`config.mk`:
```
export PLATFORM = sky130hd
export DESIGN_NAME = pll_ctrl
export DESIGN_NICKNAME = d
export VERILOG_FILES = /design/src/rtl/pll_ctrl.sv
export SDC_FILE = /design/constraint.sdc
export NUM_CORES = 1
export LEC_CHECK = 0
export CORE_UTILIZATION = 50
export DETAILED_ROUTE_END_ITERATION = 12
export GPL_TIMING_DRIVEN = 0
export PLACE_DENSITY = 0.71
export SYNTH_ARGS = -nofsm -noshare
export SYNTH_HDL_FRONTEND = slang
export SYNTH_SLANG_ARGS = --single-unit
```
`constraint.sdc`:
```
create_clock -name clk -period 4.9 [get_ports clk]
set_input_delay 0.49 -clock clk [delete_from_list [all_inputs] [get_ports clk]]
set_output_delay 0.49 -clock clk [all_outputs]
set_load 0.05 [all_outputs]
```
`src/rtl/pll_ctrl.sv`:
```
// Gowin rPLL supervisor: sequences PLL reset, waits for lock with timeout/retry,
// qualifies lock stability, and applies divider profiles via the dynamic selects.
module pll_ctrl #(
  parameter int unsigned           PROFILES        = 4,
  parameter int unsigned           DEFAULT_PROFILE = 0,
  parameter logic [6*PROFILES-1:0] IDSEL_TABLE     = '0,
  parameter logic [6*PROFILES-1:0] FBDSEL_TABLE    = '0,
  parameter logic [6*PROFILES-1:0] ODSEL_TABLE     = '0,
  parameter int unsigned           RESET_HOLD      = 16,
  parameter int unsigned           LOCK_STABLE     = 1024,
  parameter int unsigned           LOCK_TIMEOUT    = 2700000,
  parameter int unsigned           MAX_RETRIES     = 3,
  localparam int unsigned          PW              = (PROFILES > 1) ? $clog2(PROFILES) : 1
) (
  input  logic          clk,
  input  logic          rst,
  input  logic [PW-1:0] sel_profile,
  input  logic          sel_valid,
  output logic          sel_ready,
  input  logic          pll_lock,
  output logic          pll_reset,
  output logic [5:0]    pll_idsel,
  output logic [5:0]    pll_fbdsel,
  output logic [5:0]    pll_odsel,
  output logic [PW-1:0] active_profile,
  output logic          clk_ok,
  output logic          rst_out,
  output logic          fault
);

  localparam int unsigned HW = $clog2(RESET_HOLD + 1);
  localparam int unsigned SW = $clog2(LOCK_STABLE + 1);
  localparam int unsigned TW = $clog2(LOCK_TIMEOUT + 1);
  localparam int unsigned RW = $clog2(MAX_RETRIES + 1);

  localparam logic [2:0] S_RESET_PLL = 3'd0;
  localparam logic [2:0] S_WAIT_LOCK = 3'd1;
  localparam logic [2:0] S_STABLE    = 3'd2;
  localparam logic [2:0] S_RUN       = 3'd3;
  localparam logic [2:0] S_FAULT     = 3'd4;

  logic [2:0]    state_q, state_d;
  logic [HW-1:0] hold_q, hold_d;
  logic [SW-1:0] stab_q, stab_d;
  logic [TW-1:0] tmo_q, tmo_d;
  logic [RW-1:0] retries_q, retries_d;
  logic [PW-1:0] prof_q, prof_d;
  logic          lock_meta_q, lock_meta_d;
  logic          lock_s_q, lock_s_d;
  logic          pll_reset_q, pll_reset_d;
  logic          clk_ok_q, clk_ok_d;
  logic          rst_out_q, rst_out_d;
  logic          fault_q, fault_d;
  logic          sel_ready_q, sel_ready_d;
  logic [5:0]    idsel_q, idsel_d;
  logic [5:0]    fbdsel_q, fbdsel_d;
  logic [5:0]    odsel_q, odsel_d;

  logic          accept;
  logic          tmo_hit;
  logic [31:0]   sel_idx;
  logic [31:0]   prof_idx;

  always_comb begin
    state_d     = state_q;
    hold_d      = hold_q;
    stab_d      = stab_q;
    tmo_d       = tmo_q;
    retries_d   = retries_q;
    prof_d      = prof_q;
    lock_meta_d = pll_lock;
    lock_s_d    = lock_meta_q;
    accept      = sel_valid && sel_ready_q;
    sel_idx     = 32'(sel_profile);
    tmo_hit     = (tmo_q == TW'(LOCK_TIMEOUT - 1));

    case (state_q)
      S_RESET_PLL: begin
        if (hold_q == HW'(RESET_HOLD - 1)) state_d = S_WAIT_LOCK;
        else                               hold_d  = hold_q + 1'b1;
      end
      S_WAIT_LOCK, S_STABLE: begin
        tmo_d = tmo_q + 1'b1;
        // Priority: stable completion (needs lock), lock rise, timeout, lock fall.
        if (state_q == S_STABLE && lock_s_q && stab_q == SW'(LOCK_STABLE - 1)) begin
          state_d   = S_RUN;
          retries_d = '0;
        end else if (state_q == S_WAIT_LOCK && lock_s_q) begin
          state_d = S_STABLE;
          stab_d  = '0;
        end else if (tmo_hit) begin
          retries_d = retries_q + 1'b1;
          state_d   = (retries_q == RW'(MAX_RETRIES - 1)) ? S_FAULT : S_RESET_PLL;
        end else if (!lock_s_q) begin
          state_d = S_WAIT_LOCK;
        end else begin
          stab_d = stab_q + 1'b1;
        end
      end
      S_RUN: begin
        if (!lock_s_q) state_d = S_RESET_PLL;
      end
      default: ;
    endcase

    if (accept && sel_idx < PROFILES) begin
      state_d   = S_RESET_PLL;
      prof_d    = sel_profile;
      retries_d = '0;
    end

    if (state_d == S_RESET_PLL && state_q != S_RESET_PLL) begin
      hold_d = '0;
      tmo_d  = '0;
    end

    prof_idx    = 32'(prof_d);
    idsel_d     = IDSEL_TABLE[6*prof_idx +: 6];
    fbdsel_d    = FBDSEL_TABLE[6*prof_idx +: 6];
    odsel_d     = ODSEL_TABLE[6*prof_idx +: 6];
    pll_reset_d = (state_d == S_RESET_PLL) || (state_d == S_FAULT);
    clk_ok_d    = (state_d == S_RUN);
    rst_out_d   = (state_d != S_RUN);
    fault_d     = (state_d == S_FAULT);
    sel_ready_d = (state_d == S_RUN) || (state_d == S_FAULT);
  end

  always_ff @(posedge clk) begin
    if (rst) begin
      state_q     <= S_RESET_PLL;
      hold_q      <= '0;
      stab_q      <= '0;
      tmo_q       <= '0;
      retries_q   <= '0;
      prof_q      <= PW'(DEFAULT_PROFILE);
      lock_meta_q <= 1'b0;
      lock_s_q    <= 1'b0;
      pll_reset_q <= 1'b1;
      clk_ok_q    <= 1'b0;
      rst_out_q   <= 1'b1;
      fault_q     <= 1'b0;
      sel_ready_q <= 1'b0;
      idsel_q     <= IDSEL_TABLE[6*DEFAULT_PROFILE +: 6];
      fbdsel_q    <= FBDSEL_TABLE[6*DEFAULT_PROFILE +: 6];
      odsel_q     <= ODSEL_TABLE[6*DEFAULT_PROFILE +: 6];
    end else begin
      state_q     <= state_d;
      hold_q      <= hold_d;
      stab_q      <= stab_d;
      tmo_q       <= tmo_d;
      retries_q   <= retries_d;
      prof_q      <= prof_d;
      lock_meta_q <= lock_meta_d;
      lock_s_q    <= lock_s_d;
      pll_reset_q <= pll_reset_d;
      clk_ok_q    <= clk_ok_d;
      rst_out_q   <= rst_out_d;
      fault_q     <= fault_d;
      sel_ready_q <= sel_ready_d;
      idsel_q     <= idsel_d;
      fbdsel_q    <= fbdsel_d;
      odsel_q     <= odsel_d;
    end
  end

  assign pll_reset      = pll_reset_q;
  assign clk_ok         = clk_ok_q;
  assign rst_out        = rst_out_q;
  assign fault          = fault_q;
  assign sel_ready      = sel_ready_q;
  assign pll_idsel      = idsel_q;
  assign pll_fbdsel     = fbdsel_q;
  assign pll_odsel      = odsel_q;
  assign active_profile = prof_q;

endmodule

```
==> impl_metrics.env <==
export IMPL_io_buffers=12
export IMPL_setup_violations=0
export IMPL_cts_buffers_inserted=5
export IMPL_ir_worst_vdd_mv=0.214
export IMPL_die_area_sq_um=6040
export IMPL_crit_path_end_kind="register"
export IMPL_p_int_w=0.000546
export IMPL_hold_violations=0
export IMPL_insertedDiodeCount=0
export IMPL_insertion_delay_ns=0.31
export IMPL_ys_flop_type="dfxtp_1"
export IMPL_p_comb_share_pct=8.7
export IMPL_place_area_sq_um=3140
export IMPL_skew_ns=0.0102
export IMPL_cts_tree="done"
export IMPL_worstSetupStartpointType="register"
export IMPL_gp_congestion=0.803
export IMPL_grt_util_all_layers_pct=20.0
export IMPL_first_pass_iters=4
export IMPL_ios=31
export IMPL_synth_cell_types=50
export IMPL_relSlewSlack_pct=33.3
export IMPL_maxSlewViolCount=0
export IMPL_worst_slew_pin_slew_ns=0.991
export IMPL_cp_required_ns=5.07
export IMPL_avgSynthCellArea_sq_um=8.90
export IMPL_cts_resized=0
export IMPL_seq_area_frac_synth_pct=36.3
export IMPL_routedWlPerCell_um=13.4
export IMPL_initial_core_util_pct=52.0
export IMPL_grt_overflow=0
export IMPL_fp_dieW_um=77.7
export IMPL_drv_cap=0
export IMPL_fin_tns_setup_ns=0
export IMPL_postCtsHoldBufs=0
export IMPL_synthesis_area_sq_um=2870
export IMPL_viasPerCell=5.51
export IMPL_outcome="finished, final reports clean"
export IMPL_p_switching_w=0.000197
export IMPL_h_tree_depth=2
export IMPL_die_y_um=77.7
export IMPL_dr_total_vias=2373
export IMPL_critPathArrivalTime_ns=2.53
export IMPL_p_leak_nw=1.14
export IMPL_min_period_ns=2.36
export IMPL_power_frac_seq_pct=57.6
export IMPL_swShare_pct=26.5
export IMPL_drt_initial_drc_count=185
export IMPL_max_clock_path_buffers=2
export IMPL_max_freq_mhz=423
export IMPL_max_stage_delay_ns=0.44
export IMPL_drc=0
export IMPL_hold_path_class="reg2reg"
export IMPL_critPathBufInv=1
export IMPL_rows=27
export IMPL_hpwlAfterDp_um=4010
export IMPL_synth_cells=322
export IMPL_min_period_over_period_pct=48.2
export IMPL_final_cell_area_sq_um=3230
export IMPL_area_delta_synth_final_pct=12.8
export IMPL_ant_nets=0
export IMPL_critPathKind="reg2reg"
export IMPL_clk_pin_slew_ns=0.10
export IMPL_worst_path_max_delay_cell="clkbuf_1"
export IMPL_cp_top_family="compound AO/OA/AOI/OAI gates"
export IMPL_drt_wl_total_um=5760
export IMPL_grt_pass1_vias=2196
export IMPL_num_nets_final=369
export IMPL_antenna_found_initial=0
export IMPL_hp_start="stab_q[10]$_SDFFE_PP0P_"
export IMPL_grt_pass1_wl_um=9750
export IMPL_fill_cells=505
export IMPL_core_sq_um=5510
export IMPL_rsz0062_at_grt="false"
export IMPL_power_density_nw_per_um2=230
export IMPL_grt_max_degree=18
export IMPL_startpoint="tmo_q[9]$_SDFFE_PP0P_"
export IMPL_power_frac_clock_pct=33.7
export IMPL_timing_rr_start="tmo_q[9]$_SDFFE_PP0P_"
export IMPL_root_buffer="clkbuf_8"
export IMPL_cts_setup_buffers=0
export IMPL_synth_async_sr_flop_share_pct=0
export IMPL_ys_warn_count=0
export IMPL_crit_chain="nor4bb_1 > nand4_1 > o211ai_1 > a21o_1 > clkbuf_1 > a31oi_1"
export IMPL_synth_seq_cells=52
export IMPL_crit_fanout=10
export IMPL_synth_edff_count=0
export IMPL_numClockSinks=52
export IMPL_drive_above_1_share_pct=14.5
==> routing by layer <==
metal | global-route usage (%) | part of all wire (%) | vias to the layer above
li1 | - | - | 1209
met1 | 25.3 | 49 | 1113
met2 | 34.9 | 47 | 45
met3 | 3.65 | 3.1 | 6
met4 | 5.09 | 0.96 | 0
met5 | 0 | 0 | -
==> kinds of logic after synthesis <==
| logic type | after synthesis | synth area share [%] |
|---|---|---|
| and+or+nand+nor | 119 | 23.7 |
| AOI/OAI and AO/OA | 66 | 17.8 |
| DFF | 52 | 36.3 |
| buffers and inverters | 48 | 9.91 |
| xor gates and xnor gates | 25 | 7.90 |
| muxes | 6 | 2.10 |
| adders and majority gates | 5 | 2.18 |
| other | 1 | 0.131 |
==> flip-flops by register name, summed over array words and instances (netlist names), 2 cells and up <==
signal and flops:
hold_q 5, active_profile 2, tmo_q 22, state_q 3, retries_q 2, stab_q 11
==> through the flow <==
step / util [%] / power (W) / instances / worst slack (ns) / hold WS [ns]
floorplan: - / 0.000492 / 339 / 2.88 / 0.408
global placement: 57.0 / 0.000501 / 423 / 2.39 / 0.415
detailed placement: 57.0 / 0.000502 / 423 / 2.36 / 0.427
CTS: 58.7 / 0.000749 / 431 / 2.53 / 0.442
global route: 58.7 / 0.000767 / 431 / 2.33 / 0.482
finish: 58.7 / 0.000743 / 431 / 2.54 / 0.440
==> final cells by class <==
class,instances,area [sq um],area share (%)
Clock buffer,5,68.8,2.13
Inverter,11,41.3,1.28
Multi-Input combinational cell,239,1600,49.6
Sequential cell,52,1040,32.2
Timing Repair Buffer,12,120,3.72
Buffer,37,243,7.51
Clock inverter,3,23.8,0.736
Tap cell,72,90.1,2.79
==> placed cells by master, fill, tap and decap left out, types with 3 or more instances in the layout <==
cell type and instances:
buf_6 3, nand4_1 12, buf_2 7, and2_1 6, ha_1 5, clkbuf_8 5, o2111ai_1 3, inv_1 10
clkbuf_1 7, nor4bb_1 3, nor3_1 5, clkdlybuf4s50_1 12, buf_4 19, dfxtp_1 52, a31oi_1 17, xnor2_1 18
nor2_1 7, and3_1 7, nor4_1 9, mux2i_1 6, nand2b_1 4, nand3_1 16, a31oi_2 9, o21ai_0 8
conb_1 18, nor4b_1 3, a2111o_1 5, xor2_1 6, a21oi_1 14, nand2_1 32
==> path summary, 6_finish.rpt <==
path	end	slack [ns]	cells past startpoint
max	tmo_q[8]$_SDFFE_PP0P_	2.54	6
max reg2reg	tmo_q[8]$_SDFFE_PP0P_	2.54	6
min reg2reg	stab_q[10]$_SDFFE_PP0P_	0.44	2
min	stab_q[10]$_SDFFE_PP0P_	0.44	2
==> power by group through the flow <==
stage          registers (W)  logic [W]  clock network [W]
6_report            0.000428  0.0000649           0.000250
5_1_grt             0.000428  0.0000686           0.000271
4_1_cts             0.000428  0.0000646           0.000257
3_5_place_dp        0.000438  0.0000645                  0
3_3_place_gp        0.000437  0.0000639                  0
2_1_floorplan       0.000437  0.0000555                  0
==> cell usage after synthesis, types with 2 or more instances <==
library cell | number | area (sq um)
inv_1 | 10 | 37.5
nor4b_1 | 3 | 26.3
buf_6 | 3 | 33.8
mux2i_1 | 6 | 60.1
o211ai_1 | 2 | 15.0
and4bb_1 | 2 | 25.0
nand4_1 | 12 | 75.1
and2_1 | 6 | 37.5
xor2_1 | 6 | 52.6
buf_4 | 19 | 143
and3_1 | 7 | 43.8
nor4bb_1 | 3 | 30.0
nor3_1 | 5 | 25.0
ha_1 | 5 | 62.6
nand3_1 | 16 | 80.1
nand2_1 | 32 | 120
a2111o_1 | 5 | 56.3
or3_1 | 2 | 12.5
clkbuf_1 | 7 | 26.3
o21ai_0 | 8 | 40.0
buf_2 | 7 | 35.0
xnor2_1 | 18 | 158
a21oi_1 | 14 | 70.1
a31oi_1 | 17 | 106
nand2b_1 | 4 | 25.0
o2111ai_1 | 3 | 26.3
nor4_1 | 9 | 56.3
dfxtp_1 | 52 | 1040
nor2_1 | 7 | 26.3
and4_1 | 2 | 17.5
a31oi_2 | 9 | 113
a21o_1 | 2 | 15.0
nor2b_1 | 2 | 12.5
==> worst min-delay path: stages (launching register included) <==
cell and delay [ns]:
dfxtp_1 0.32, nand2_1 0.05, a21oi_1 0.04
Power figures use the tool's default switching activity.
